==> config.mk <==
export PLATFORM = sky130hd
export DESIGN_NAME = sni_uart
export DESIGN_NICKNAME = d
export VERILOG_FILES = /design/src/rtl/sni_uart.sv
export SDC_FILE = /design/constraint.sdc
export NUM_CORES = 1
export LEC_CHECK = 0
export ABC_AREA = 1
export BUFFER_PORTS_ARGS = -buffer_cell sky130_fd_sc_hd__buf_2
export CAP_MARGIN = 5
export CORE_ASPECT_RATIO = 2
export CORE_MARGIN = 3
export CORE_UTILIZATION = 52
export DETAILED_ROUTE_END_ITERATION = 16
export MAX_ROUTING_LAYER = met4
export PLACE_DENSITY = 0.76
export SLEW_MARGIN = 40
export SYNTH_ARGS = -nofsm -noshare
export SYNTH_HDL_FRONTEND = slang
export SYNTH_SLANG_ARGS = --single-unit
==> constraint.sdc <==
create_clock -name clk -period 1.5 [get_ports clk]
set_clock_uncertainty 0.05 [all_clocks]
set_input_delay 0.45 -clock clk [delete_from_list [all_inputs] [get_ports clk]]
set_output_delay 0.45 -clock clk [all_outputs]
set_load 0.02 [all_outputs]
==> src/rtl/sni_uart.sv <==
// 8N1 serial transceiver between the board UART pins and the sni command engine.
// Independent RX and TX FSMs share one bit-period divider setting; RTS mirrors rbf, CTS gates TX.
module sni_uart #(
  parameter int unsigned CLK_DIV = 186,
  parameter bit          USE_CTS = 1'b1
) (
  input  logic        clk,
  input  logic        reset_n,
  input  logic        uart_rxd,
  output logic        uart_txd,
  output logic        uart_rts_n,
  input  logic        uart_cts_n,
  input  logic        rbf,
  output logic        rxint,
  output logic [15:0] rdata_m,
  input  logic        tdata_i,
  input  logic [15:0] tdata_m,
  output logic        txint
);

  localparam int unsigned   CntW     = $clog2(CLK_DIV);
  localparam logic [CntW-1:0] BitLast  = CntW'(CLK_DIV - 1);
  localparam logic [CntW-1:0] HalfLast = CntW'(CLK_DIV / 2 - 1);
  localparam logic [7:0]    OpSend   = 8'h01;

  typedef enum logic [1:0] {RxIdle, RxStart, RxData, RxStop} rx_state_e;
  typedef enum logic [2:0] {TxIdle, TxNop, TxWait, TxStart, TxData, TxStop} tx_state_e;

  rx_state_e r_rx_state, w_rx_state;
  tx_state_e r_tx_state, w_tx_state;

  logic            r_rxd_s1, r_rxd_s2, r_rxd_d, r_cts_s1, r_cts_s2;
  logic [CntW-1:0] r_rx_cnt, r_tx_cnt;
  logic [2:0]      r_rx_idx, r_tx_idx;
  logic [7:0]      r_rx_shift, r_rx_byte, r_tx_byte;
  logic            r_ovr, r_ferr, r_acc_d, r_rxint, r_rts_n, r_txd, r_txint;
  logic            w_rx_fall, w_rx_hit, w_rx_sample, w_rx_accept, w_rx_ovr, w_rx_ferr;
  logic            w_tx_hit, w_cts_ok;

  always_ff @(posedge clk or negedge reset_n) begin
    if (!reset_n) begin
      r_rxd_s1 <= 1'b1;
      r_rxd_s2 <= 1'b1;
      r_rxd_d  <= 1'b1;
      r_cts_s1 <= 1'b1;
      r_cts_s2 <= 1'b1;
    end else begin
      r_rxd_s1 <= uart_rxd;
      r_rxd_s2 <= r_rxd_s1;
      r_rxd_d  <= r_rxd_s2;
      r_cts_s1 <= uart_cts_n;
      r_cts_s2 <= r_cts_s1;
    end
  end

  // ---------------------------------------------------------------- RX
  always_ff @(posedge clk or negedge reset_n) begin
    if (!reset_n) r_rx_state <= RxIdle;
    else          r_rx_state <= w_rx_state;
  end

  assign w_rx_fall = r_rxd_d & ~r_rxd_s2;
  // Start bit is checked half a period in; every later sample lands mid-bit.
  assign w_rx_hit  = (r_rx_state == RxStart) ? (r_rx_cnt == HalfLast) : (r_rx_cnt == BitLast);

  always_comb begin
    w_rx_state = r_rx_state;
    case (r_rx_state)
      RxIdle:  if (w_rx_fall) w_rx_state = RxStart;
      RxStart: if (w_rx_hit) w_rx_state = r_rxd_s2 ? RxIdle : RxData;
      RxData:  if (w_rx_hit && r_rx_idx == 3'd7) w_rx_state = RxStop;
      RxStop:  if (w_rx_hit) w_rx_state = RxIdle;
      default: w_rx_state = RxIdle;
    endcase
  end

  always_comb begin
    w_rx_sample = w_rx_hit && (r_rx_state == RxData);
    w_rx_accept = w_rx_hit && (r_rx_state == RxStop) && r_rxd_s2 && !rbf;
    w_rx_ovr    = w_rx_hit && (r_rx_state == RxStop) && r_rxd_s2 && rbf;
    w_rx_ferr   = w_rx_hit && (r_rx_state == RxStop) && !r_rxd_s2;
  end

  always_ff @(posedge clk or negedge reset_n) begin
    if (!reset_n) begin
      r_rx_cnt   <= '0;
      r_rx_idx   <= '0;
      r_rx_shift <= '0;
      r_rx_byte  <= '0;
      r_ovr      <= 1'b0;
      r_ferr     <= 1'b0;
      r_acc_d    <= 1'b0;
      r_rxint    <= 1'b0;
      r_rts_n    <= 1'b1;
    end else begin
      r_rx_cnt <= (r_rx_state == RxIdle || w_rx_hit) ? '0 : r_rx_cnt + CntW'(1);
      if (r_rx_state == RxStart) r_rx_idx <= '0;
      else if (w_rx_sample)      r_rx_idx <= r_rx_idx + 3'd1;
      if (w_rx_sample) r_rx_shift <= {r_rxd_s2, r_rx_shift[7:1]};
      if (w_rx_accept) r_rx_byte <= r_rx_shift;
      if (w_rx_ovr)    r_ovr <= 1'b1;
      if (w_rx_ferr)   r_ferr <= 1'b1;
      // Two-cycle rxint: the accept strobe plus its one-cycle echo.
      r_acc_d <= w_rx_accept;
      r_rxint <= w_rx_accept | r_acc_d;
      r_rts_n <= rbf;
    end
  end

  // ---------------------------------------------------------------- TX
  assign w_tx_hit = (r_tx_cnt == BitLast);
  assign w_cts_ok = !USE_CTS || !r_cts_s2;

  always_ff @(posedge clk or negedge reset_n) begin
    if (!reset_n) r_tx_state <= TxIdle;
    else          r_tx_state <= w_tx_state;
  end

  always_comb begin
    w_tx_state = r_tx_state;
    case (r_tx_state)
      TxIdle:  if (tdata_i) w_tx_state = (tdata_m[15:8] == OpSend) ? TxWait : TxNop;
      TxNop:   if (r_tx_cnt[0]) w_tx_state = TxIdle;
      TxWait:  if (w_cts_ok) w_tx_state = TxStart;
      TxStart: if (w_tx_hit) w_tx_state = TxData;
      TxData:  if (w_tx_hit && r_tx_idx == 3'd7) w_tx_state = TxStop;
      TxStop:  if (w_tx_hit) w_tx_state = TxIdle;
      default: w_tx_state = TxIdle;
    endcase
  end

  always_ff @(posedge clk or negedge reset_n) begin
    if (!reset_n) begin
      r_tx_cnt  <= '0;
      r_tx_idx  <= '0;
      r_tx_byte <= '0;
      r_txd     <= 1'b1;
      r_txint   <= 1'b0;
    end else begin
      r_tx_cnt <= (r_tx_state == TxIdle || r_tx_state == TxWait || w_tx_hit) ? '0
                                                                              : r_tx_cnt + CntW'(1);
      case (r_tx_state)
        TxIdle: if (tdata_i) begin
          r_tx_byte <= tdata_m[7:0];
          r_txint   <= 1'b1;
        end
        TxNop:  if (r_tx_cnt[0]) r_txint <= 1'b0;
        TxWait: if (w_cts_ok) r_txd <= 1'b0;
        TxStart: if (w_tx_hit) begin
          r_txd     <= r_tx_byte[0];
          r_tx_byte <= r_tx_byte >> 1;
          r_tx_idx  <= '0;
        end
        TxData: if (w_tx_hit) begin
          if (r_tx_idx == 3'd7) begin
            r_txd <= 1'b1;
          end else begin
            r_txd     <= r_tx_byte[0];
            r_tx_byte <= r_tx_byte >> 1;
          end
          r_tx_idx <= r_tx_idx + 3'd1;
        end
        TxStop: if (w_tx_hit) r_txint <= 1'b0;
        default: ;
      endcase
    end
  end

  assign uart_txd   = r_txd;
  assign uart_rts_n = r_rts_n;
  assign rxint      = r_rxint;
  assign txint      = r_txint;
  assign rdata_m    = {6'b0, r_ferr, r_ovr, r_rx_byte};

endmodule

Yosys cells after proc, flatten, opt, wreduce, memory -nomap -nowiden:

Cells that the tools add are included.

* bits in registers: 63
* bits in latches: 0
* RAM bits: 0
* ROM bits: 0
* input bits: 22
* output and inout port bits: 20
* word-level logic and storage cells: 115
* memories: 0

* add/sub/neg operators: 4
* $mul: 0
* div/mod/pow operators: 0
* magnitude comparators: 0
* eq/ne operators: 26
* shifts and indexed selects: 0
* muxes and demuxes: 35
* bitwise operators: 3
* reductions and logical operators: 26

Operators with widths (number)
* $mux 8: 6
* $mux 3: 9
* $ne 2x2->1 const B: 12
* $pmux 8 s3: 1
* $pmux 3 s6: 1
* $add 8x1->8 const B: 2
* $eq 8x8->1 const B: 2
* $eq 3x3->1 const B: 4
* $mux 2: 6
* $reduce_and 4->1: 3
* $reduce_bool 3->1: 3
* $eq 8x1->1 const B: 1
* $eq 8x7->1 const B: 1
* $logic_and 1x1->1: 8
* $mux 1: 8
* $pmux 2 s4: 1
* $add 3x1->3 const B: 2
* $eq 3x2->1 const B: 2
* $pmux 1 s3: 2
* $pmux 3 s2: 1
* $reduce_and 6->1: 1
* $reduce_and 5->1: 1
* $eq 2x2->1 const B: 2
* $reduce_bool 2->1: 2
* other kinds (10): 13

Logic depth before layout (Yosys ltp):

* depth after elaboration: 6
* depth in mapped cells: 11
* mapped depth without buffers: 11

Worst setup path before layout:

OpenSTA, ideal clock, no wires.

* path kind: reg-to-reg
* start point: register r_tx_cnt[1]
* end point: register r_tx_state[2]
* library setup time: 117 ps
* data arrival time: 1266 ps
* required time: 1333 ps
* path slack: 66 ps
* stages on the path, launching flop included: 12
* buffers on the path: 0
* clock period less this slack: 1434 ps
* cells stage by stage: dfrtp_1 inv_1 ha_1 nand2_1 nor2_1 nand2_1 inv_1 nand2_1 nand2_1 nand3_1 nand2_1 nand2_1

* longest elaborated chain between the ends: 4
* elaborated cells on any way between the ends: 6
* those cells by class: eq/ne (4); reduce/logical (2)

Ends and longest elaborated chain
* start: declaration: RTL line 33 `logic [CntW-1:0] r_rx_cnt, r_tx_cnt;`
* start signal: assignment: RTL line 140 `r_tx_cnt <= (r_tx_state == TxIdle || r_tx_state == TxWait || w_tx_hit) ? '0`
* $eq 8x8->1 (*): RTL line 111 `assign w_tx_hit = (r_tx_cnt == BitLast);`
* $logic_and 1x1->1: RTL line 126 `TxData: if (w_tx_hit && r_tx_idx == 3'd7) w_tx_state = TxStop;`
* $ne 2x2->1 (no line)
* $reduce_and 6->1 (no line) (*)
* end signal: assignment: RTL line 115 `if (!reset_n) r_tx_state <= TxIdle;`
* end signal: assignment: RTL line 116 `else r_tx_state <= w_tx_state;`
* end: declaration: RTL line 30 `tx_state_e r_tx_state, w_tx_state;`

Mark *: on every way between the ends. The rest lies on a longest branch, timed or not.
A chain may end at the register's enable or synchronous reset.

Worst setup path in the final report:

* start point: register r_tx_cnt[1]
* end point: register r_tx_state[0]

The elaborated chain is that of the path after synthesis.

==> metrics <==
Unique masters post-synth=36; area occupied by multi-input gates=1545 sq um; Synth Warn #=0; Seq cells post-synth=63; CP endpoint kind=flip-flop; Reg clk slew, reported paths=0.05 ns; Cell Count, Final, Fillers Out=505; total power=6.680 mW; share of cells above drive strength 1=0.3671; count of max-cap constraint violations=0; final net count=~470; Worst Path Arrival=1.69 ns; PnR worst setup slack=-0.02646 ns; register area=1588 sq um; share of flip-flops with an asynchronous set or reset=1.000; gr ovfl total=0; CTS tree=done; WL per Instance=13.96 um; failing checks=negative setup slack; TritonCTS buffer count=9; fraction of power spent switching nets=0.3367; reg2reg start=r_tx_cnt[1]$_DFF_PN0_; gpl congestion=0.9931; # hold bufs at CTS=0; switching power total=2.249 mW; Crit Path Category=reg2reg; Worst Path Required=1.67 ns; worst reg-to-reg setup slack=-0.03 ns; fin util=0.7098; global-route wire length before repair=10920 um; largest net degree at the start of global routing=64; hold crit path type=in2async; PortBufs=35; DR vias=2646; initial antenna violation count=0; crit path to=r_tx_state[0]$_DFFE_PN0P_; LEAKAGE=2.193 nW; crit path from=r_tx_cnt[1]$_DFF_PN0_; reg2reg end=r_tx_state[0]$_DFFE_PN0P_; Max Buffers Root-to-Sink=2; Post-route DRC=0; Slew Viols, Final=0; area of the mapped netlist=between 3000 and 4000 sq um; WHS=0.06633 ns; clock group share of total power=0.331; Starting DRT DRC Count=168; DP Wirelength=4903 um; Cell Rows=39; RSZ-0062 raised after global routing=yes; antenna cells=0; clk_lat worst skew=0.33 ns; H-tree depth=3; r2r worst-path depth=11; Post-synth EDFFs=0; final worst-path cycle share=1.018; Die Ht=116.6 um; Hold Violations, Final=0; leading cell type in the layout, fill and taps excluded=nand2_1; sequential share of power=0.334; Mapped Avg Cell Area=between 8 and 9 sq um; root buffer cell=clkbuf_16; GR Util All Layers=0.2166; filler cell count=about 430; setup slack at placement=-0.05172 ns; core area=5807 sq um; Combinational Power Share=0.335; largest fanout on the critical path=6; io pins=42; final WL=7048 um; Die Wd=just over 60 um; top_reg_cell synth=dfrtp_1; drt pass-1 iters=6; crit path cell chain=inv_1, ha_2, nand2_2, nor2_4, nand2_4, nand2_4, inv_2, nor2_4, nand3_2, nand2_1, nand2_1; pwr dens=1621 nW/um^2; Cells after Synth=373; P_int=4.431 mW; register area share after synthesis=0.4986; Crit path largest cell delay=0.38 ns; Tmin final=1.526 ns; Final ANT Viol Nets=0; Placed Instances=482; synth-to-layout area growth=29.63%; Fmax=655.1 MHz; status=finished, violations left; Initial Util=0.5475; Peak VDD IR=1.133 mV; most frequent cells in the layout=nand2_1 (110), dfrtp_1 (54), buf_2 (33), inv_1 (30), nor2_1 (23); Slowest-stage cell, CP=dfrtp_1; Vias per Instance=5.240; vias in the first global route=2557; die area=roughly 7000 sq um; clk sink count=63; final setup fails=3; Startpoint Class=flip-flop
==> layout make-up <==
| cell class | count | area share |
|---|---|---|
| Sequential cell | 63 | 0.3852 |
| Clock buffer | 11 | 0.05890 |
| Tap cell | 61 | 0.01852 |
| Clock inverter | 5 | 0.01973 |
| Timing Repair Buffer | 61 | 0.1008 |
| Inverter | 44 | 0.04189 |
| Multi-Input combinational cell | 260 | 0.3749 |
==> state kept, by name (all words and copies together) (netlist names), named ones only <==
name,flops
uart_txd,1
r_rxd_s1,1
r_rx_idx,3
r_ovr,1
r_rx_shift,8
r_tx_idx,3
r_rx_byte,8
r_rxd_s2,1
rxint,1
txint,1
uart_rts_n,1
r_cts_s1,1
r_tx_state,3
r_rxd_d,1
r_rx_cnt,8
r_tx_byte,8
r_ferr,1
r_cts_s2,1
r_rx_state,1
r_tx_cnt,8
r_acc_d,1
==> per-stage QoR <==
step | setup TNS, ns | cell area (sq um)
after floorplan | 0 | 3198
after global placement | -0.02672 | 3532
after detailed placement | -0.3315 | 3532
after CTS | 0 | 3882
after global routing | -1.730 | 4121
final | -0.05875 | 4121
==> worst max-delay path, delay by kind of cell, from the launching register on <==
family                   cells  cell delay (ns)
buffers and inverters        2             0.11
adder cells (fa/ha/maj)      1             0.16
flip-flops                   1             0.38
AND/OR/NAND/NOR              8             0.70
==> kinds of logic after synthesis <==
logic type,Yosys count,share of synthesized area
and+or+nand+nor,216,0.3247
DFF,63,0.4986
buffers and inverters,56,0.08264
AOI/OAI and AO/OA,28,0.05982
adders and majority gates,7,0.02755
xor gates and xnor gates,2,0.005511
other,1,0.001180
==> power by group through the flow <==
stage	Clock, mW	Sequential, mW	Combinational [mW]
global placement	0	2.24	1.77
global route	2.33	2.27	2.48
detailed placement	0	2.25	1.83
finish	2.21	2.23	2.24
CTS	2.25	2.23	1.87
floorplan	0	2.24	1.25
==> worst min-delay path by stage <==
stage | end | depth (start not counted) | slack, ns
final | r_tx_state[2]$_DFFE_PN0P_ | 2 | 0.07
after global placement | r_rxd_s2$_DFF_PN1_ | 0 | 0.30
after global routing | r_tx_state[2]$_DFFE_PN0P_ | 2 | 0.09
after detailed placement | r_rxd_s2$_DFF_PN1_ | 0 | 0.30
after floorplan | asynchronous set/reset pin | 0 | 0.10
after CTS | r_tx_state[0]$_DFFE_PN0P_ | 2 | 0.09
==> layer usage <==
layer | global-route usage | vias up | routed length, um
li1 | - | 1300 | -
met1 | 0.1978 | 1251 | 2320
met2 | 0.3883 | 74 | 4249
met3 | 0.04093 | 21 | 267
met4 | 0.1331 | 0 | 210
met5 | - | - | 0
==> repair_timing <==
item / CTS / global route
endpoints found under the setup margin: 13 / 42
gates cloned: 0 / 1
gates resized for setup: 9 / 52
buffers inserted: 0 / 6
pin swaps: 1 / 18
==> synthesized netlist by cell type, types with 3 or more instances <==
library cell / n / area share
a21oi_1: 9 / 0.014
nor2_1: 33 / 0.039
nand2_1: 122 / 0.14
nand3_1: 17 / 0.027
buf_4: 8 / 0.019
o21ai_2: 10 / 0.028
dfrtp_1: 56 / 0.44
inv_2: 6 / 0.0071
inv_1: 35 / 0.041
nor3b_1: 6 / 0.014
nor2_4: 5 / 0.018
ha_1: 7 / 0.028
nand2_2: 6 / 0.012
dfstp_2: 7 / 0.058
nand2_4: 3 / 0.011
nand4_1: 9 / 0.018
nor3_1: 5 / 0.0079
Note: power is estimated with default switching activity, not from simulation.
